===== config.mk =====
export PLATFORM = sky130hd
export DESIGN_NAME = bcd_convert_arbiter
export DESIGN_NICKNAME = d
export VERILOG_FILES = /design/src/rtl/calc_pkg.sv /design/src/rtl/bcd_dabble_step.sv /design/src/rtl/bcd_convert_arbiter.sv
export SDC_FILE = /design/constraint.sdc
export NUM_CORES = 1
export LEC_CHECK = 0
export BUFFER_PORTS_ARGS = -buffer_cell sky130_fd_sc_hd__buf_2
export CAP_MARGIN = 20
export CORE_ASPECT_RATIO = 0.5
export CORE_MARGIN = 3
export CORE_UTILIZATION = 35
export DETAILED_ROUTE_END_ITERATION = 16
export PLACE_DENSITY = 0.61
export SLEW_MARGIN = 30
export SYNTH_ARGS = -nofsm -noshare
export SYNTH_HDL_FRONTEND = slang
export SYNTH_SLANG_ARGS = --single-unit

===== constraint.sdc =====
create_clock -name clk -period 2.4 [get_ports clk]
set_input_delay 0.6 -clock clk [delete_from_list [all_inputs] [get_ports clk]]
set_output_delay 0.6 -clock clk [all_outputs]
set_load 0.01 [all_outputs]

===== src/rtl/calc_pkg.sv =====
// Shared definitions for the BCD conversion engine: default sizes and FSM states.
package calc_pkg;

  localparam int unsigned DEF_B_SIZE = 32;
  localparam int unsigned DEF_DIGITS = 8;
  localparam int unsigned CNT_W      = $clog2(DEF_B_SIZE);

  typedef enum logic [1:0] {
    IDLE  = 2'd0,
    SHIFT = 2'd1,
    DONE  = 2'd2
  } state_e;

endpackage


===== src/rtl/bcd_dabble_step.sv =====
// One double-dabble iteration: add 3 to every digit above 4, then shift left
// one place taking in bit_i. The bit pushed out of the top digit is carry_o.
module bcd_dabble_step
  import calc_pkg::*;
#(
  parameter int unsigned DIGITS = DEF_DIGITS
) (
  input  logic [DIGITS*4-1:0] acc_i,
  input  logic                bit_i,
  output logic [DIGITS*4-1:0] acc_o,
  output logic                carry_o
);

  logic [DIGITS*4-1:0] corr;

  // Per-digit add-3 correction followed by the one-bit shift.
  always_comb begin
    corr = acc_i;
    for (int unsigned i = 0; i < DIGITS; i++) begin
      if (acc_i[i*4 +: 4] > 4'd4) begin
        corr[i*4 +: 4] = acc_i[i*4 +: 4] + 4'd3;
      end
    end
    {carry_o, acc_o} = {corr, bit_i};
  end

endmodule


===== src/rtl/bcd_convert_arbiter.sv =====
// Shared sequential binary-to-BCD converter with a two-port round-robin
// arbiter. One shift-add-3 iteration per clock; result and overflow flag are
// returned to the granted requester with a one-cycle done pulse.
module bcd_convert_arbiter
  import calc_pkg::*;
#(
  parameter int unsigned B_SIZE = DEF_B_SIZE,
  parameter int unsigned DIGITS = DEF_DIGITS
) (
  input  logic                clk,
  input  logic                rst_n,
  input  logic [1:0]          req,
  input  logic [B_SIZE-1:0]   bin0,
  input  logic [B_SIZE-1:0]   bin1,
  output logic [1:0]          grant,
  output logic                busy,
  output logic [1:0]          done,
  output logic [DIGITS*4-1:0] bcd,
  output logic                ovf
);

  // Same formula as CNT_W, but tracks this instance's B_SIZE.
  localparam int unsigned CW = (B_SIZE > 1) ? $clog2(B_SIZE) : 1;

  state_e              state_q, state_d;
  logic [B_SIZE-1:0]   sh_q, sh_d;
  logic [DIGITS*4-1:0] acc_q, acc_d;
  logic                sticky_q, sticky_d;
  logic [CW-1:0]       cnt_q, cnt_d;
  logic [1:0]          grant_q, grant_d;
  logic                last_q, last_d;
  logic [1:0]          done_q, done_d;
  logic [DIGITS*4-1:0] bcd_q, bcd_d;
  logic                ovf_q, ovf_d;

  logic [DIGITS*4-1:0] step_acc;
  logic                step_carry;
  logic                sel;

  bcd_dabble_step #(.DIGITS(DIGITS)) u_step (
    .acc_i   (acc_q),
    .bit_i   (sh_q[B_SIZE-1]),
    .acc_o   (step_acc),
    .carry_o (step_carry)
  );

  // State and datapath registers; last_q resets to 1 so requester 0 wins first.
  always_ff @(posedge clk or negedge rst_n) begin
    if (!rst_n) begin
      state_q  <= IDLE;
      sh_q     <= '0;
      acc_q    <= '0;
      sticky_q <= 1'b0;
      cnt_q    <= '0;
      grant_q  <= '0;
      last_q   <= 1'b1;
      done_q   <= '0;
      bcd_q    <= '0;
      ovf_q    <= 1'b0;
    end else begin
      state_q  <= state_d;
      sh_q     <= sh_d;
      acc_q    <= acc_d;
      sticky_q <= sticky_d;
      cnt_q    <= cnt_d;
      grant_q  <= grant_d;
      last_q   <= last_d;
      done_q   <= done_d;
      bcd_q    <= bcd_d;
      ovf_q    <= ovf_d;
    end
  end

  // Arbitration, iteration control and result capture.
  // The result is captured on the final SHIFT edge straight from the step
  // output so that bcd/ovf are already valid in the DONE cycle.
  always_comb begin
    state_d  = state_q;
    sh_d     = sh_q;
    acc_d    = acc_q;
    sticky_d = sticky_q;
    cnt_d    = cnt_q;
    grant_d  = grant_q;
    last_d   = last_q;
    done_d   = '0;
    bcd_d    = bcd_q;
    ovf_d    = ovf_q;
    sel      = 1'b0;

    unique case (state_q)
      IDLE: begin
        if (|req) begin
          sel      = (req == 2'b11) ? ~last_q : req[1];
          last_d   = sel;
          sh_d     = sel ? bin1 : bin0;
          acc_d    = '0;
          sticky_d = 1'b0;
          cnt_d    = '0;
          grant_d  = sel ? 2'b10 : 2'b01;
          state_d  = SHIFT;
        end
      end
      SHIFT: begin
        acc_d    = step_acc;
        sh_d     = sh_q << 1;
        sticky_d = sticky_q | step_carry;
        cnt_d    = cnt_q + CW'(1);
        if (cnt_q == CW'(B_SIZE - 1)) begin
          bcd_d   = step_acc;
          ovf_d   = sticky_q | step_carry;
          done_d  = grant_q;
          state_d = DONE;
        end
      end
      DONE: begin
        grant_d = '0;
        state_d = IDLE;
      end
      default: begin
        grant_d = '0;
        state_d = IDLE;
      end
    endcase
  end

  assign grant = grant_q;
  assign busy  = (state_q != IDLE);
  assign done  = done_q;
  assign bcd   = bcd_q;
  assign ovf   = ovf_q;

endmodule

==> flow_results.org, run 1 <==
** Status
- The run finished with clean final reports.

** Finish
- Number of filler cells placed in the layout :: about 1500
- Fin cells :: 831
- Most common cell after layout, fill and taps aside :: sky130_fd_sc_hd__dfrtp_1
- Summing all multi-input logic gate instances after layout gives 2380 um2.
- The area growth from synthesis to layout is 17.6%.
- Fin nets :: approximately 700
- Commonest non-fill, non-tap cells in the layout :: sky130_fd_sc_hd__dfrtp_1 (109), sky130_fd_sc_hd__buf_2 (104), sky130_fd_sc_hd__nand2_1 (60)
- Antenna diode count :: 0
- In the final layout, the share of cells above drive strength 1 is 0.262.
- Combined flip-flop and latch cell area :: 2750 um2
- Once layout is complete, the utilization of the core stands at 0.433.

** Routing
- The detail route stage leaves a number of antenna-violating nets equal to 0.
- TritonRoute pass-1 iters :: 4
- In the final routed layout, each cell accounts on average for about 15 um.
- Vias per std cell :: 5.09
- For this block, the initial DRC count from the detailed router was 306.
- Final routed DRC violation total :: 0
- Wires add up to 12.7 mm.
- The routed layout has around 4200 vias.

** Worst setup path
- On the critical path the largest part of the delay comes from buffers and inverters.
- Arrival time reported for the critical path endpoint :: 1.49 ns
- Number of buffers and inverters on the critical path :: 3
- STA classifies the critical path endpoint as an output pin.
- Peak per-stage delay on the critical path :: between 0.5 and 0.6 ns
- STA puts the critical path data required time at between 1.5 and 2 ns.
- Worst setup startpoint :: state_q[1]
- Slowest cell on crit path :: sky130_fd_sc_hd__dfrtp_1
- Of all nets on the critical path, the largest fanout is 15.
- Path type of the worst setup path :: reg -> out
- In this run the critical register-to-register path is launched from cnt_q[0].
- List of cells traversed by the critical path :: buf_4 -> nor2_1 -> inv_1 -> buf_2
- Worst Setup Start Kind :: register

** Global route
- Total routing usage reported by global routing :: 0.151
- Largest net degree at the start of global routing :: 49
- The number of antenna violations at the first check in global routing was 0.
- The number of global-route vias before repair was 4259.
- Total gr overflow :: 0
- The first global-routing pass estimated 21.2 mm of wire.

** Timing
- Skew final :: 0.00775 ns
- The max-slew violation total from the final report was 0.
- Final-layout setup total negative slack :: 0 ns
- Of the available clock period, the critical path in the final layout requires 0.871.
- In this run the tightest slew margin relative to its limit is 0.579.
- Setup violations remaining at the end of the flow were counted as 0.
- Slew of the pin with the lowest slew margin :: 0.629 ns
- Timing would allow up to ~480 MHz.
- Setup repair after global routing left no endpoint under its margin.
- The final-report hold violation count is 0.
- Final critical path time including I/O delays and setup :: 2.09 ns

** Floorplan
- Die footprint :: 17300 um2
- Initial core utilization :: 0.368
- 106 I/O pins were placed.
- The floorplan step set the die width to 183 um.
- Die Span Y :: between 90 and 100 um
- The initialized floorplan defines 31 standard-cell rows.
- Area of the core region :: 14900 um2

** CTS
- The clock reaches the later pin of the worst-skew pair after between 0.3 and 0.4 ns.
- Buffers inserted during clock tree synthesis total 9.
- Post_cts resized :: 0
- TritonCTS clock tree :: done
- Counting along the longest clock path gives a buffer depth of 2.
- The number of hold buffers added after CTS was 0.
- Clock-pin slew was measured on the worst setup and hold paths at 0.07 ns.
- The H-tree was split into 3 levels.
- Number of sinks handled by clock tree synthesis :: 110
- CTS placed an instance of sky130_fd_sc_hd__clkbuf_16 at the clock tree root.
- Count of buffers added by post-CTS timing repair for setup :: 0

** Placed design
- After legalization and detailed placement, the total HPWL measured around 8.9 mm.
- Count of placed standard cells including taps :: 815
- Quantity of I/O buffers inserted on ports :: ~110
- Gp weighted congestion :: roughly 0.80

** Yosys
- The average instance in the mapped netlist occupies 10.3 um2.
- Counting every net in the synthesized netlist gives roughly 600.
- In the synthesized netlist the dominant register cell turns out to be sky130_fd_sc_hd__dfrtp_1.
- Post-synth EDFFs :: 0
- Of the synthesized area, sequential elements account for 0.503.
- Register bit total from synthesis :: 110
- Yosys mapped the design onto 36 distinct sky130hd cell types.
- Count of mapped cells out of synthesis :: around 530
- The synthesized netlist occupies a cell area of 5470 um2.
- Synth warn :: 0
- Synth async-reset ratio :: 1.00

** Worst hold path
- The tightest min-delay check is of the in -> async type.

** Pwr
- Overall power after layout :: 0.00850 W
- IR analysis of the VDD net gives a maximum drop of 433 uV.
- P_leak :: around 3.2 nW
- PD cells :: about 1300 nW/um2

** Job
- Max-cap violations in this run came to 0.
-- synthesized netlist by cell type, types with 2 or more instances --
master                     instances  share of area
sky130_fd_sc_hd__inv_1            33          0.023
sky130_fd_sc_hd__nor3_1           18          0.016
sky130_fd_sc_hd__a31oi_1          20          0.023
sky130_fd_sc_hd__mux2_4            9          0.025
sky130_fd_sc_hd__and3_1            4         0.0046
sky130_fd_sc_hd__buf_4             4         0.0055
sky130_fd_sc_hd__nand2_1          60          0.041
sky130_fd_sc_hd__nor2_1           21          0.014
sky130_fd_sc_hd__xnor2_1           9          0.014
sky130_fd_sc_hd__o21ai_0          53          0.048
sky130_fd_sc_hd__clkbuf_1          6         0.0041
sky130_fd_sc_hd__a22oi_1          34          0.047
sky130_fd_sc_hd__or3_1             7         0.0080
sky130_fd_sc_hd__ha_1             18          0.041
sky130_fd_sc_hd__buf_2            12          0.011
sky130_fd_sc_hd__buf_6             7          0.014
sky130_fd_sc_hd__nand2b_1          4         0.0046
sky130_fd_sc_hd__mux2i_1          13          0.024
sky130_fd_sc_hd__a22o_1           19          0.030
sky130_fd_sc_hd__dfrtp_1         109           0.50
sky130_fd_sc_hd__nor3_4            2         0.0059
sky130_fd_sc_hd__a21oi_1          28          0.026
sky130_fd_sc_hd__o22ai_1           7         0.0080
sky130_fd_sc_hd__o21ai_1           5         0.0046
sky130_fd_sc_hd__mux2_2            8          0.016
sky130_fd_sc_hd__or3b_2           12          0.019
-- report_power, final --
group,switching (W),total [W],internal (W)
Combinational,0.00194,0.00369,0.00175
Sequential,0.000618,0.00332,0.00270
Clock,0.000649,0.00149,0.000843
Total,0.00321,0.00850,0.00529
-- sequential cells by signal, summed over array words and instances, names as in the netlist --
name and flops:
state_q 2, acc_q 32, sticky_q 1, sh_q 32
done 2, last_q 1, cnt_q 5, grant 2
ovf 1, bcd 32
-- final timing paths --
check / end / slack (ns) / cells after the start
max: busy / 0.31 / 4
min: bcd[7] / 0.20 / 1
max reg2reg: bcd[13] / 0.45 / 6
min reg2reg: bcd[28] / 0.49 / 2
max in group asynchronous: last_q / 1.58 / 2
min in group clk: sh_q[16] / 0.48 / 3
-- cells by family (layout without fill, tap and decap cells) --
group / count (synthesis) / in the layout / synth area share
AOI/OAI and AO/OA: 168 / 168 / 0.190
and+or+nand+nor: 133 / 133 / 0.123
DFF: 110 / 110 / 0.503
buffers and inverters: 64 / 165 / 0.0629
muxes: 30 / 30 / 0.0649
adders and majority gates: 18 / 18 / 0.0412
xor gates and xnor gates: 9 / 9 / 0.0144
-- area by class of cell --
class / count / share of cell area
Clock buffer: 13 / 0.0389
Clock inverter: 3 / 0.00681
Inverter: 34 / 0.0206
Multi-Input combinational cell: 358 / 0.369
Sequential cell: 110 / 0.428
Tap cell: 198 / 0.0385
Timing Repair Buffer: 115 / 0.0976
-- layer usage --
| layer | share of wire | wire [um] | global-route usage |
|---|---|---|---|
| met4 | 0.0083 | 106 | 0.0295 |
| met5 | 0 | 0 | 0 |
| met2 | 0.45 | 5750 | 0.239 |
| met1 | 0.50 | 6360 | 0.216 |
| met3 | 0.042 | 536 | 0.0350 |
-- through the flow --
stage          hold slack (ns)  cell area (um2)  setup slack, ns
3_3_place_gp             0.465             6140            0.471
5_1_grt                  0.220             6430            0.183
3_5_place_dp             0.478             6140            0.398
2_1_floorplan            0.304             5470            0.701
6_report                 0.200             6430            0.308
4_1_cts                  0.210             6430            0.278
(Power assumes the default switching activity.)
==> run 2: changes to the inputs <==
--- a/config.mk
+++ b/config.mk
@@ -7,11 +7,11 @@
 export LEC_CHECK = 0
 export BUFFER_PORTS_ARGS = -buffer_cell sky130_fd_sc_hd__buf_2
 export CAP_MARGIN = 20
-export CORE_ASPECT_RATIO = 0.5
+export CORE_ASPECT_RATIO = 0.8
 export CORE_MARGIN = 3
 export CORE_UTILIZATION = 35
 export DETAILED_ROUTE_END_ITERATION = 16
-export PLACE_DENSITY = 0.61
+export PLACE_DENSITY = 0.63
 export SLEW_MARGIN = 30
 export SYNTH_ARGS = -nofsm -noshare
 export SYNTH_HDL_FRONTEND = slang
==> constraint.sdc (replaced) <==
create_clock -name clk -period 1.77 [get_ports clk]
set_input_delay 0.4425 -clock clk [delete_from_list [all_inputs] [get_ports clk]]
set_output_delay 0.4425 -clock clk [all_outputs]
set_load 0.01 [all_outputs]
==> run 2 against run 1 <==
  * Sequential power grew 36%
  * Design area up 3.7%
  * Combinational power rose by 43%
  * Core utilization increased by 0.69 points
==> flow_results.org, run 2 (synthesized netlist as in run 1, its figures left out) <==
** Floorplan
- Die footprint :: 17200 um2 (was 17300 um2)
- I/O pin cnt :: 106 (unchanged)
- Initial core utilization :: 0.361 (was 0.368)
- The row count is 40 (was 31).
- The height of the chip was 118 um (was 94.4 um).
- Area of the core region :: 15200 um2 (was 14900 um2)
- Die Width :: 146 um (was 183 um)

** Finish
- Commonest non-fill, non-tap cells in the layout :: sky130_fd_sc_hd__dfrtp_1 (109), sky130_fd_sc_hd__buf_2 (104), sky130_fd_sc_hd__nand2_1 (60) (unchanged)
- Signed area change from the synthesized netlist to the final layout :: 21.9% (was 17.6%)
- The share of layout cells above drive strength 1 is 0.290 (was 0.262).
- Number of filler cells placed in the layout :: 1508 (was 1473)
- Antenna diode count :: 0 (unchanged)
- The net count reported at finish came to 730 (was 714).
- The most frequent standard cell in the layout excluding fill and tap cells is sky130_fd_sc_hd__dfrtp_1 (unchanged).
- The final cell utilization of the core is 0.440 (was 0.433).

** Status
- Status :: finished, final reports clean (unchanged)

** Pwr
- The leakage power of the design is 3.28 nW (was 3.17 nW).
- Switching power share of the total :: 0.389 (was 0.378)
- The worst ir drop on vdd is 609 uV (was 433 uV).
- The share of power burned in registers is 0.383 (was 0.390).
- Combinational group share of total power :: 0.449 (was 0.434)
- The cell-internal power came to 0.00719 W (was 0.00529 W).
- Power dissipated by switching net loads :: 0.00457 W (was 0.00321 W)
- Clock power share :: 0.168 (was 0.176)
- The final total power was 0.0118 W (was 0.00850 W).
- The power density normalized to cell area came to 1760 nW/um2 (was 1320 nW/um2).

** Worst setup path
- Data required time at the worst endpoint :: 1.33 ns (was 1.80 ns)
- Cells on worst reg2reg path :: 6 (unchanged)
- List of cells traversed by the critical path :: buf_8 -> nor2_2 -> inv_2 -> buf_2 (was buf_4 -> nor2_1 -> inv_1 -> buf_2)
- Highest fanout seen on the critical path :: 21 (was 15)
- The endpoint kind of the worst setup timing path is an output pin (unchanged).
- Reg-to-reg critical path startpoint :: cnt_q[0] (unchanged)
- The minimum setup slack among reg-to-reg paths is 0.07 ns (was 0.45 ns).
- The buffer and inverter count on the worst path is 3 (unchanged).
- The launching element type of the critical path is a register (unchanged).
- Path type of the worst setup path :: reg -> out (unchanged)
- The slowest cell on the critical path is sky130_fd_sc_hd__dfrtp_1 (unchanged).
- The capture point of the worst reg-to-reg path was bcd[18] (was bcd[13]).
- The data arrival time at the worst-slack endpoint is 1.28 ns (was 1.49 ns).
- Peak per-stage delay on the critical path :: 0.41 ns (was 0.53 ns)
- The family with the most delay on the worst path was flip-flops (was buffers and inverters).

** Global route
- The largest net degree at the start of global routing was 40 (was 49).
- Total routing usage reported by global routing :: 0.153 (was 0.151)
- Fraction of met2 tracks used by global routing :: 0.238 (was 0.239)
- The number of global-route vias before repair is 4425 (was 4259).
- The met1 routing resource usage after global routing came to 0.217 (was 0.216).
- The layer with the highest usage after global routing was met2 (unchanged).
- The total grt overflow is 0 (unchanged).
- M3 GR Usage :: 0.0350 (about the same)
- The wire length of the first global-routing pass is 21.7 mm (was 21.2 mm).
- The number of antenna violations at the first check in global routing is 0 (unchanged).

** Routing
- Detailed router's first-iteration violation count :: 238 (was 306)
- The detailed-route DRC error count was 0 (unchanged).
- Overall via count from detail_route :: 4382 (was 4227)
- The final routed wirelength across all metal layers was 13.4 mm (was 12.7 mm).
- Routed Antenna Nets :: 0 (unchanged)
- TritonRoute pass-1 iters :: 5 (was 4)
- The mean routed wirelength per cell is 15.5 um (was 15.3 um).
- The via count normalized by instance count came to 5.10 (was 5.09).

** Timing
- Hold Worst Slack :: 0.0442 ns (was 0.200 ns)
- Final critical path time including I/O delays and setup :: 1.72 ns
- Share of the clock period used by the worst path :: 0.973
- Final setup violation count :: 0 (unchanged)
- Final worst-path setup slack :: 0.0475 ns (was 0.308 ns)
- RSZ-0062 raised after global routing: true (was false).
- The slew at the pin closest to its max-slew limit came to 0.465 ns (was 0.629 ns).
- The worst setup skew after layout came to 0.00867 ns (was 0.00775 ns).
- Max Slew Vio Count :: 0 (unchanged)
- The setup total negative slack came to 0 ns (unchanged).
- Maximum achievable frequency :: slightly below 600 MHz
- Remaining max-slew budget at the tightest pin :: 0.690 (was 0.579)
- The final-report hold violation count is 0 (unchanged).

** CTS
- Quantity of hold-fixing buffers added after cts :: 0 (unchanged)
- The TritonCTS buffer count is 9 (unchanged).
- Root Driver :: sky130_fd_sc_hd__clkbuf_16 (unchanged)
- TritonCTS clock tree :: done (unchanged)
- Worst-Skew Late Latency :: 0.35 ns (was 0.34 ns)
- The maximum level of the CTS H-tree came to 3 (unchanged).
- Clock slew at the register clock pins of the worst setup and hold paths :: 0.08 ns (was 0.07 ns)
- Number of sinks handled by clock tree synthesis :: 110 (unchanged)
- Clock tree buffer depth :: 2 (unchanged)

** Placed design
- The number of port buffers came to 105 (unchanged).
- The half-perimeter wire length after detailed placement was 9.32 mm (was 8.94 mm).
- The global placement routability congestion came to 0.857 (was 0.802).
- The post-place setup slack came to -0.0334 ns (was 0.398 ns).

** Worst hold path
- The worst min-delay path category is in -> async (unchanged).

** Job
- Max-cap violations :: 0 (unchanged)
==> run 2: worst max path at each step <==
stage	from	endpoint	slack, ns	depth (start not counted)
after floorplan	cnt_q[0]	bcd[14]	0.07	7
after global placement	cnt_q[0]	bcd[5]	0.03	6
after detailed placement	cnt_q[0]	bcd[13]	-0.03	6
after CTS	cnt_q[0]	bcd[13]	0.008	6
after global routing	state_q[1]	busy	-0.02	4
final	state_q[1]	busy	0.05	4
==> run 2: worst reg2reg max path: stages (launching register included) <==
cell,delay [ns]
sky130_fd_sc_hd__dfrtp_1,0.41
sky130_fd_sc_hd__ha_2,0.20
sky130_fd_sc_hd__and3_1,0.20
sky130_fd_sc_hd__ha_4,0.18
sky130_fd_sc_hd__nand2_8,0.19
sky130_fd_sc_hd__clkinv_8,0.10
sky130_fd_sc_hd__mux2_4,0.30
==> run 2: metrics by stage <==
step / area, um2 / instances
after floorplan: 5470 / 532
after global placement: 6250 / 837
after detailed placement: 6250 / 837
after CTS: 6560 / 854
after global routing: 6670 / 859
final: 6670 / 859
==> run 2: per-layer routing <==
layer  wire length, um  vias to the layer above
li1                  -                     2118
met1              6470                     2134
met2              6140                      120
met3               623                       10
met4               123                        0
met5                 0                        -
==> run 2: final cells by class <==
type / count / area, um2 / share of cell area
clock inverter: 5 / 42.5 / 0.00638
timing repair buffer: 127 / 758 / 0.114
tap: 210 / 263 / 0.0394
inverter: 34 / 154 / 0.0231
multi-input combinational: 358 / 2400 / 0.360
sequential: 110 / 2750 / 0.413
clock buffer: 11 / 253 / 0.0379
timing repair inverter: 4 / 47.5 / 0.00713
==> run 2: timing repair <==
item,CTS,global route
resized for setup,3,11
setup buffers,1,1
cloned,0,4
pin swaps,0,1
endpoints found under the setup margin,8,17
==> run 2: power groups by stage <==
stage          Sequential (W)  Combinational (W)  Clock [W]
6_report              0.00451            0.00528    0.00197
5_1_grt               0.00467            0.00594    0.00216
4_1_cts               0.00450            0.00526    0.00204
3_5_place_dp          0.00454            0.00523          0
3_3_place_gp          0.00448            0.00499          0
2_1_floorplan         0.00448            0.00369          0
